==> src/rtl/scff_chain_ctrl_if.sv <==
// Signal bundle between the scan-chain sequencer, its management control bits
// and the fabric scan pins (Test_en / sc_head / sc_tail).
interface scff_chain_ctrl_if #(
  parameter int CNT_W = 12
);
  logic             start;
  logic             abort;
  logic [1:0]       mode;
  logic             sc_tail;
  logic             test_en;
  logic             sc_head;
  logic             busy;
  logic             done;
  logic             pass;
  logic [15:0]      err_count;
  logic [CNT_W-1:0] first_err_idx;

  // master = control/fabric environment, slave = the sequencer itself
  modport master (
    output start, abort, mode, sc_tail,
    input  test_en, sc_head, busy, done, pass, err_count, first_err_idx
  );

  modport slave (
    input  start, abort, mode, sc_tail,
    output test_en, sc_head, busy, done, pass, err_count, first_err_idx
  );
endinterface

==> src/rtl/scff_chain_ctrl.sv <==
// Scan-chain sequencer: shifts an index-defined pattern through the fabric
// chain, flushes with zeros and checks what comes back on sc_tail.
module scff_chain_ctrl #(
  parameter int CHAIN_LEN = 1024,
  parameter int TAIL_LAT  = 0,
  parameter int CNT_W     = 12
) (
  input  logic             clk,
  input  logic             resetb,
  scff_chain_ctrl_if.slave bus
);

  typedef enum logic [1:0] {
    S_IDLE  = 2'd0,
    S_SHIFT = 2'd1,
    S_DONE  = 2'd2
  } state_t;

  localparam logic [CNT_W-1:0] HEAD_END  = CNT_W'(CHAIN_LEN);
  localparam logic [CNT_W-1:0] CHK_FIRST = CNT_W'(CHAIN_LEN + TAIL_LAT);
  localparam logic [CNT_W-1:0] LAST_CYC  = CNT_W'(2 * CHAIN_LEN + TAIL_LAT - 1);
  localparam logic [CNT_W-1:0] IDX_NONE  = '1;

  state_t           state_q, state_d;
  logic [CNT_W-1:0] cyc_q, cyc_d;
  logic [1:0]       mode_q, mode_d;
  logic             head_q, head_d;
  logic             ten_q, ten_d;
  logic             pass_q, pass_d;
  logic [15:0]      err_q, err_d;
  logic [CNT_W-1:0] fidx_q, fidx_d;

  logic [CNT_W-1:0] cyc_nxt;
  logic [CNT_W-1:0] chk_idx;
  logic             in_window;
  logic             exp_bit;
  logic             mismatch;
  logic [15:0]      err_after;
  logic [CNT_W-1:0] fidx_after;

  function automatic logic pattern_bit(input logic [1:0] m, input logic [CNT_W-1:0] idx);
    case (m)
      2'd0:    pattern_bit = (idx == '0);
      2'd1:    pattern_bit = ~idx[0];
      2'd2:    pattern_bit = 1'b1;
      default: pattern_bit = 1'b0;
    endcase
  endfunction

  always_ff @(posedge clk or negedge resetb) begin
    if (!resetb) begin
      state_q <= S_IDLE;
      cyc_q   <= '0;
      mode_q  <= 2'd0;
      head_q  <= 1'b0;
      ten_q   <= 1'b0;
      pass_q  <= 1'b0;
      err_q   <= 16'd0;
      fidx_q  <= IDX_NONE;
    end else begin
      state_q <= state_d;
      cyc_q   <= cyc_d;
      mode_q  <= mode_d;
      head_q  <= head_d;
      ten_q   <= ten_d;
      pass_q  <= pass_d;
      err_q   <= err_d;
      fidx_q  <= fidx_d;
    end
  end

  // Tail compare: the bit leaving the chain in cycle c was driven at index c-CHAIN_LEN-TAIL_LAT.
  // Using !== makes an X/Z tail count as a mismatch rather than poisoning err_count.
  always_comb begin
    cyc_nxt    = cyc_q + 1'b1;
    chk_idx    = cyc_q - CHK_FIRST;
    in_window  = (state_q == S_SHIFT) && (cyc_q >= CHK_FIRST);
    exp_bit    = pattern_bit(mode_q, chk_idx);
    mismatch   = in_window && (bus.sc_tail !== exp_bit);
    err_after  = err_q;
    fidx_after = fidx_q;
    if (mismatch) begin
      if (err_q != 16'hFFFF) begin
        err_after = err_q + 16'd1;
      end
      if (err_q == 16'd0) begin
        fidx_after = chk_idx;
      end
    end
  end

  always_comb begin
    state_d = state_q;
    cyc_d   = cyc_q;
    mode_d  = mode_q;
    head_d  = head_q;
    ten_d   = ten_q;
    pass_d  = pass_q;
    err_d   = err_q;
    fidx_d  = fidx_q;

    case (state_q)
      S_IDLE, S_DONE: begin
        if (bus.start) begin
          state_d = S_SHIFT;
          mode_d  = bus.mode;
          cyc_d   = '0;
          err_d   = 16'd0;
          pass_d  = 1'b0;
          fidx_d  = IDX_NONE;
          ten_d   = 1'b1;
          head_d  = pattern_bit(bus.mode, '0);
        end
      end

      S_SHIFT: begin
        if (bus.abort) begin
          state_d = S_IDLE;
          ten_d   = 1'b0;
          head_d  = 1'b0;
          pass_d  = 1'b0;
        end else begin
          err_d  = err_after;
          fidx_d = fidx_after;
          if (cyc_q == LAST_CYC) begin
            state_d = S_DONE;
            ten_d   = 1'b0;
            head_d  = 1'b0;
            pass_d  = (err_after == 16'd0);
          end else begin
            cyc_d  = cyc_nxt;
            ten_d  = 1'b1;
            head_d = (cyc_nxt < HEAD_END) ? pattern_bit(mode_q, cyc_nxt) : 1'b0;
          end
        end
      end

      default: begin
        state_d = S_IDLE;
        ten_d   = 1'b0;
        head_d  = 1'b0;
      end
    endcase
  end

  assign bus.test_en       = ten_q;
  assign bus.sc_head       = head_q;
  assign bus.busy          = (state_q == S_SHIFT);
  assign bus.done          = (state_q == S_DONE);
  assign bus.pass          = pass_q;
  assign bus.err_count     = err_q;
  assign bus.first_err_idx = fidx_q;

endmodule
==> src/flat_wrapper.sv <==
// flat-port wrapper written by rule: the top's interface ports become plain ports
module scff_chain_ctrl_flat 
#(
  parameter int CHAIN_LEN = 1024,
  parameter int TAIL_LAT  = 0,
  parameter int CNT_W     = 12
)
  (clk, resetb, bus_start, bus_abort, bus_mode, bus_sc_tail, bus_test_en, bus_sc_head, bus_busy, bus_done, bus_pass, bus_err_count, bus_first_err_idx);
  scff_chain_ctrl_if #(.CNT_W(CNT_W)) bus_i ();
  input  logic clk;
  input  logic resetb;
  input wire logic [$bits(bus_i.start)-1:0] bus_start;
  input wire logic [$bits(bus_i.abort)-1:0] bus_abort;
  input wire logic [$bits(bus_i.mode)-1:0] bus_mode;
  input wire logic [$bits(bus_i.sc_tail)-1:0] bus_sc_tail;
  output wire logic [$bits(bus_i.test_en)-1:0] bus_test_en;
  output wire logic [$bits(bus_i.sc_head)-1:0] bus_sc_head;
  output wire logic [$bits(bus_i.busy)-1:0] bus_busy;
  output wire logic [$bits(bus_i.done)-1:0] bus_done;
  output wire logic [$bits(bus_i.pass)-1:0] bus_pass;
  output wire logic [$bits(bus_i.err_count)-1:0] bus_err_count;
  output wire logic [$bits(bus_i.first_err_idx)-1:0] bus_first_err_idx;
  assign bus_i.start = bus_start;
  assign bus_i.abort = bus_abort;
  assign bus_i.mode = bus_mode;
  assign bus_i.sc_tail = bus_sc_tail;
  assign bus_test_en = bus_i.test_en;
  assign bus_sc_head = bus_i.sc_head;
  assign bus_busy = bus_i.busy;
  assign bus_done = bus_i.done;
  assign bus_pass = bus_i.pass;
  assign bus_err_count = bus_i.err_count;
  assign bus_first_err_idx = bus_i.first_err_idx;
  scff_chain_ctrl #(.CHAIN_LEN(CHAIN_LEN), .TAIL_LAT(TAIL_LAT), .CNT_W(CNT_W)) u_core (.clk(clk), .resetb(resetb), .bus(bus_i));
endmodule
==> config.mk <==
export PLATFORM = sky130hd
export DESIGN_NAME = scff_chain_ctrl_flat
export DESIGN_NICKNAME = d
export VERILOG_FILES = /design/src/rtl/scff_chain_ctrl_if.sv /design/src/rtl/scff_chain_ctrl.sv /design/src/flat_wrapper.sv
export SDC_FILE = /design/constraint.sdc
export NUM_CORES = 1
export LEC_CHECK = 0
export BUFFER_PORTS_ARGS = -buffer_cell sky130_fd_sc_hd__buf_2
export CORE_MARGIN = 2
export CORE_UTILIZATION = 25
export DETAILED_ROUTE_END_ITERATION = 6
export GPL_TIMING_DRIVEN = 0
export PLACE_DENSITY = 0.39
export SLEW_MARGIN = 20
export SYNTH_ARGS = -nofsm -noshare
export SYNTH_HDL_FRONTEND = slang
export SYNTH_SLANG_ARGS = --single-unit
==> constraint.sdc <==
create_clock -name clk -period 4.2 [get_ports clk]
set_input_delay 0.84 -clock clk [delete_from_list [all_inputs] [get_ports clk]]
set_output_delay 0.84 -clock clk [all_outputs]
set_load 0.02 [all_outputs]
# [Word-level counts from Yosys, hierarchy flattened]
# Index checks and enable logic that the tools add are counted.
[word_totals] reg_bits=47 input_bits=7 output_inout_bits=33 elab_cells=82
[classes] n_addsub=3 magnitude_cmp=2 n_eq_ne=15 mux=34 bitwise=2 reduce_logical=18
[op_table] operator="two-way mux 12 bit" count=7
[op_table] operator="two-way mux 16 bit" count=4
[op_table] operator="case mux 12 bit (2 select lines)" count=2
[op_table] operator="zero test 16 bit" count=2
[op_table] operator="case mux 16 bit (2 select lines)" count=1
[op_table] operator="zero test 12 bit" count=2
[op_table] operator="adder 16 x 1 -> 16 bit, second input constant" count=1
[op_table] operator="inequality test 16 bit, second input constant" count=1
[op_table] operator="adder 12 x 1 -> 12 bit, second input constant" count=1
[op_table] operator="equality test 12 x 11 -> 1 bit, second input constant" count=1
[op_table] operator=">= comparator 12 x 11 -> 1 bit, second input constant" count=1
[op_table] operator="less-than comparator 12 x 11 -> 1 bit, second input constant" count=1
[op_table] operator="subtractor 12 x 11 -> 12 bit, second input constant" count=1
[op_table] operator="two-way mux 1 bit" count=11
[op_table] operator="equality test 2 x 1 -> 1 bit, second input constant" count=3
[op_table] operator="equality test 2 bit, second input constant" count=3
[op_table] operator="zero test 2 bit" count=3
[op_table] operator="two-way mux 2 bit" count=3
[op_table] operator="inequality test 2 bit, second input constant" count=3
[op_table] operator="case mux 1 bit (2 select lines)" count=3
[op_table] operator="case mux 1 bit (3 select lines)" count=2
[op_table] operator="AND reduction 3 bit" count=2
[op_table] operator="AND reduction 5 bit" count=1
[op_table] operator="inequality test 2 x 1 -> 1 bit, second input constant" count=2
[op_table] operator="other kinds (10)" count=13

# [Longest topological paths before layout]
[logic_depth] word_depth=10 mapped_depth=12 mapped_depth_nobuf=9

# [Least setup slack after synthesis]
# Ideal clock, no wire load.
[synth_path] path_type="flip-flop to flip-flop" startpoint="register u_core.err_q[0], in the netlist u_core.bus.err_count[0]" endpoint="register u_core.pass_q, in the netlist u_core.bus.pass" setup_ns=0.104 t_arrival_ns=2.663 path_slack_ns=1.434 path_stages_with_launch=10 period_less_slack_ns=2.766 path_cell_list="dfrtp_1 ha_1 and3_1 buf_2 nand3_1 o311ai_1 o21a_1 a211oi_1 or4_4 o41ai_2"
[synth_via] elab_chain_len=7 word_cells_on_any_way=8
[synth_rtl] element="start: declaration" line_no="scff_chain_ctrl.sv:30" text="logic [15:0] err_q, err_d;"
[synth_rtl] element="start signal: assignment" line_no="scff_chain_ctrl.sv:67" text="err_q <= err_d;"
[synth_rtl] element="adder 16 x 1 -> 16 bit or inequality test 16 bit (tied branches)" line_no="scff_chain_ctrl.sv:84, scff_chain_ctrl.sv:83"
[synth_rtl] element="two-way mux 16 bit" line_no="scff_chain_ctrl.sv:83" text="if (err_q != 16'hFFFF) begin"
[synth_rtl] element="two-way mux 16 bit (*)" line_no="scff_chain_ctrl.sv:82" text="if (mismatch) begin"
[synth_rtl] element="zero test 16 bit (*)" line_no="scff_chain_ctrl.sv:129" text="pass_d = (err_after == 16'd0);"
[synth_rtl] element="two-way mux 1 bit (*)" line_no="scff_chain_ctrl.sv:125" text="if (cyc_q == LAST_CYC) begin"
[synth_rtl] element="two-way mux 1 bit (*)" line_no="scff_chain_ctrl.sv:117" text="if (bus.abort) begin"
[synth_rtl] element="case mux 1 bit (2 select lines) (*)" line_no="scff_chain_ctrl.sv:102" text="case (state_q)"
[synth_rtl] element="end signal: assignment" line_no="scff_chain_ctrl.sv:66" text="pass_q <= pass_d;"
[synth_rtl] element="end: declaration" line_no="scff_chain_ctrl.sv:29" text="logic pass_q, pass_d;"
# Mark *: on every way between the ends. The rest lies on a longest branch, timed or not. The select of a mux whose other input is x is not followed.
# A chain may end at the register's enable or synchronous reset.

# [Final worst setup path]
[layout_path] startpoint="register u_core.cyc_q[0]" endpoint="register u_core.fidx_q[2], in the netlist u_core.bus.first_err_idx[2]"
[layout_via] elab_chain_len=7 word_cells_on_any_way=14
[layout_rtl] element="start: declaration" line_no="scff_chain_ctrl.sv:25" text="logic [CNT_W-1:0] cyc_q, cyc_d;"
[layout_rtl] element="start signal: assignment" line_no="scff_chain_ctrl.sv:62" text="cyc_q <= cyc_d;"
[layout_rtl] element="subtractor 12 x 11 -> 12 bit" line_no="scff_chain_ctrl.sv:76" text="chk_idx = cyc_q - CHK_FIRST;"
[layout_rtl] element="zero test 12 bit or NOT 1 bit (tied branches)" line_no="scff_chain_ctrl.sv:43, scff_chain_ctrl.sv:44"
[layout_rtl] element="case mux 1 bit (3 select lines)" line_no="scff_chain_ctrl.sv:42" text="case (m)"
[layout_rtl] element="!== test 1 bit" line_no="scff_chain_ctrl.sv:79" text="mismatch = in_window && (bus.sc_tail !== exp_bit);"
[layout_rtl] element="logical AND 1 bit" line_no="scff_chain_ctrl.sv:79"
[layout_rtl] element="inequality test 2 x 1 -> 1 bit (no source line)"
[layout_rtl] element="AND reduction 5 bit (no source line)"
[layout_rtl] element="end signal: assignment" line_no="scff_chain_ctrl.sv:68" text="fidx_q <= fidx_d;"
[layout_rtl] element="end: declaration" line_no="scff_chain_ctrl.sv:31" text="logic [CNT_W-1:0] fidx_q, fidx_d;"
# Several ways; a longest one is shown, not always the timed one. The select of a mux whose other input is x is not followed.

==> reports/summary.md <==
The tools report the clock buffer count from CTS as 5. The flow ran to the end, and the final reports show no timing, DRC or antenna violations. Synthesis produced a netlist with a net count of 365. Combinational logic is responsible for 23.8% of the overall power. In the final layout, the multi-input gates occupy 0.00167 mm^2.

Synthesis inferred 47 register bits. Walking the worst path, the cells encountered are clkbuf_1, inv_1, ha_1, nand4bb_1, o21a_1, o22ai_1, buf_4, nand2_1, nand4b_1, a21oi_1, buf_2, mux2_2. The portion of total power attributed to the clock network is 35.5%, and the overall overflow remaining after global route is 0. The number of max-capacitance violations reported was 0; the violation count after the first detailed-routing iteration was 208. Measured along the x axis, the die boundary spans 115 um.

The repair_antennas step left the layout with diodes totalling 0. The via count of the first global-routing pass came out at 2,571. The most used flip-flop cell after synthesis is dfrtp_1. Number of fillers in the final layout: 1,267. After routing, the total negative slack on setup checks comes to 0 ps. Of all nets on the critical path, the largest fanout is 10. From bottom edge to top edge, the die measures 115 um. The I/O pin count came out at 40. Largest stage delay on the critical path: 380 ps. Summing all flip-flop and latch instances after layout gives 0.00119 mm^2.

The logs give 4.78 mm for the length of routed wiring on met1 and 8.97 mm for the total wire length. STA classifies the critical path startpoint as a register. The buffers plus inverters on the worst setup path was 4. After detailed routing, the average wire length per cell comes to 16.4 um.

The run gives 3320 ps as the data arrival time at the worst-slack endpoint. The sequential share of power is 40.7%, and the cell area after placement is 0.00344 mm^2. For the post-synth design cell area, the log shows 0.00306 mm^2.

The internal power of the cells totals 0.978 mW. The number of antenna violations at the first check in global routing is 0, and the net total in the final layout is 411. Clock tree synthesis selected as its root buffer the cell clkbuf_16.

The share of total power consumed by net switching came out at 31.1%. The clock insertion delay at the later pin of the skew report was 290 ps; the relative area change from synthesis to final layout was 18.6%. For the final clock skew, the log shows 7.96 ps. The clock period minus worst slack was 3100 ps. The register clock-pin slew on the reported worst setup and hold paths was 70 ps; the fraction of synthesized cell area taken by the top area cell type was 28.7%. Actual slew at the worst max-slew pin: 664 ps. The routed via count is 2,748, and the count of synthesis-stage warnings from yosys is 0. By area the synthesized netlist is led by dfrtp_1 (29%), dfstp_2 (10%), o21ai_0 (6.4%).

The run gives 6.46 mm as the HPWL after detailed placement. Of all cell types, the one taking the most synthesized area is dfrtp_1. For this run, the top clock speed supported by timing is 323 MHz. The min-delay analysis places its worst path in the category register to register.

In the detailed route, the total length drawn on met2 is 3.84 mm. In this run the static leakage power is 1.53 nW. After routing the design area is 0.00363 mm^2. In this run the remaining antenna-violating nets after routing total 0. After detailed routing, the number of vias per cell comes to 5.03. Summing the sequential cell areas from Yosys gives 39.0% of the chip area. The highest layer touched by signal routing is met4. The most common cell in the synthesized netlist is o21ai_0. In this run the tightest slew margin relative to its limit is 55.3%. Hold repair after CTS inserted 0 buffers.

The critical path in this run is classified as register to register. The floorplan has 40 rows. Counting along the longest clock path gives a buffer depth of 2. Setup repair after global routing left no endpoint under its margin. The count of endpoints failing hold in the final timing report is 0, and the count of instances resized after the clock tree is built is 0.

The H-tree was split into 2 levels. The wire length of the first global-routing pass came out at 14.3 mm. All-layer global routing usage: 14.0%. The floorplan step defined a core boundary enclosing 0.0120 mm^2. The synthesized netlist cell count was 352; the post-synthesis area per instance was 8.68 um^2. The number of optimization iterations in the first detailed-route pass is 4.

At the end of routability-driven placement, the weighted congestion stood at 0.839. Detailed routing placed a total of 268 um of wire on met3. STA classifies the critical path endpoint as a register. For this run, the share of the core covered by cells in the final layout is 30.3%.

The cell family contributing the most delay on the critical path is buffers and inverters. For the peak ir drop on the vdd network, the log shows 151 uV. By count the netlist is led by o21ai_0 (39), nand2_1 (36), dfrtp_1 (35). The tools report the sink count of the clock tree as 47. For the count of unresolved DRC violations after routing, the log shows 0.

The slowest cell on the critical path was dfrtp_1. The async set-or-reset flop fraction in the synthesized netlist was 100%; the initial core utilization was 25.6%. The analysis attributes to net switching a power of 0.442 mW.

The areal power density over the cells works out to 392 mW/mm^2. The final critical path takes up 73.7% of the cycle. Entering global routing, the biggest net connects 48 pins.

The number of flops mapped to enable cells by yosys came out at 0. Post-CTS timing repair inserted 0 buffers for setup. The critical path data required time is 4420 ps. The layout cell share with drive strength beyond 1 is 22.3%. The count of endpoints failing setup in the final report was 0. TritonCTS built the clock tree.

The number of distinct library cells after synthesis was 53. The number of pins with negative max-slew slack in the final report is 0. The number of port buffers was 39.

The floorplan step defined a die boundary enclosing 0.0131 mm^2.
stage by stage:
stage	total power, mW	hold WS, ps	std cells	setup WS, ps
after detailed placement	0.930	493	538	1070
final	1.42	503	546	1100
after global routing	1.49	526	546	806
after CTS	1.44	507	546	1060
after floorplan	0.807	465	352	1430
after global placement	0.926	491	538	1100
cells by family (layout without fill, tap and decap cells):
kind of cell               after synthesis  after routing  share of synthesized area [%]
xor gates and xnor gates                 9              9                           2.58
buffers and inverters                   42             89                           6.34
AOI/OAI and AO/OA                       94             94                           19.5
and+or+nand+nor                        139            139                           24.7
DFF                                     47             47                           39.0
muxes                                   15             15                           5.44
adders and majority gates                6              6                           2.46
power by group through the flow:
stage | Sequential (mW) | Clock, mW | Combinational [mW]
2_1_floorplan | 0.646 | 0 | 0.161
3_3_place_gp | 0.585 | 0 | 0.341
3_5_place_dp | 0.589 | 0 | 0.341
4_1_cts | 0.580 | 0.519 | 0.343
5_1_grt | 0.587 | 0.534 | 0.372
6_report | 0.578 | 0.504 | 0.338
cell usage in the layout, fill, tap and decap left out, drive strengths merged, types with 2 or more instances in the layout:
master,netlist,final
nand2,36,36
xor2,5,5
and3,7,7
xnor2,4,4
dfstp,12,12
o211ai,2,2
or3,2,2
nand3,14,14
ha,6,6
nor2,20,20
inv,11,11
a21o,3,3
nand4,12,12
dfrtp,35,35
a211oi,2,2
a21oi,11,11
nand2b,11,11
clkbuf,19,25
a31oi,8,8
o21a,6,6
a311oi,3,3
o31ai,9,9
o21ai,39,39
mux2,13,13
mux2i,2,2
nor2b,5,5
or4,2,2
buf,12,51
nor4,4,4
nor3,10,10
a211o,2,2
and2,5,5
o22ai,2,2
and4,6,6
sequential cells by signal (all words and copies together), names as in the netlist:
register,count
u_core.bus.err_count,16
u_core.bus.first_err_idx,12
u_core.cyc_q,12
u_core.mode_q,2
u_core.state_q,2
u_core.bus.pass,1
u_core.bus.sc_head,1
u_core.bus.test_en,1
per-layer routing:
| metal | up-vias | GRT usage, % |
|---|---|---|
| li1 | 1361 | - |
| met1 | 1326 | 21.1 |
| met2 | 57 | 20.4 |
| met3 | 4 | 2.33 |
| met4 | 0 | 3.66 |
| met5 | - | 0 |
worst register-to-register path: stages (launching register included):
cell and delay (ps):
dfrtp_1 380, clkbuf_1 190, inv_1 180, ha_1 160
nand4bb_1 160, o21a_1 230, o22ai_1 190, buf_4 210
nand2_1 90, nand4b_1 200, a21oi_1 340, buf_2 320
mux2_2 370
path summary, 6_finish.rpt:
check	end	slack, ps	from	cells past startpoint
max in group asynchronous	u_core.bus.err_count[7]	3200	resetb	1
setup / recovery	u_core.bus.first_err_idx[2]	1100	u_core.cyc_q[0]	12
hold reg to reg	u_core.state_q[1]	500	u_core.state_q[1]	1
hold / removal	u_core.state_q[1]	500	u_core.state_q[1]	1
min in group asynchronous	u_core.cyc_q[6]	580	resetb	1
setup reg to reg	u_core.bus.first_err_idx[2]	1100	u_core.cyc_q[0]	12
cell type report:
cell class | count | area share [%]
multi-input cells | 263 | 46.1
flip-flops and latches | 47 | 32.9
repair buffers | 39 | 5.45
well taps | 147 | 5.07
plain buffers | 31 | 4.21
clock buffers | 6 | 4.14
inverters | 11 | 1.14
clock inverters | 2 | 1.04
No activity file was read; power rests on OpenSTA's default activity.
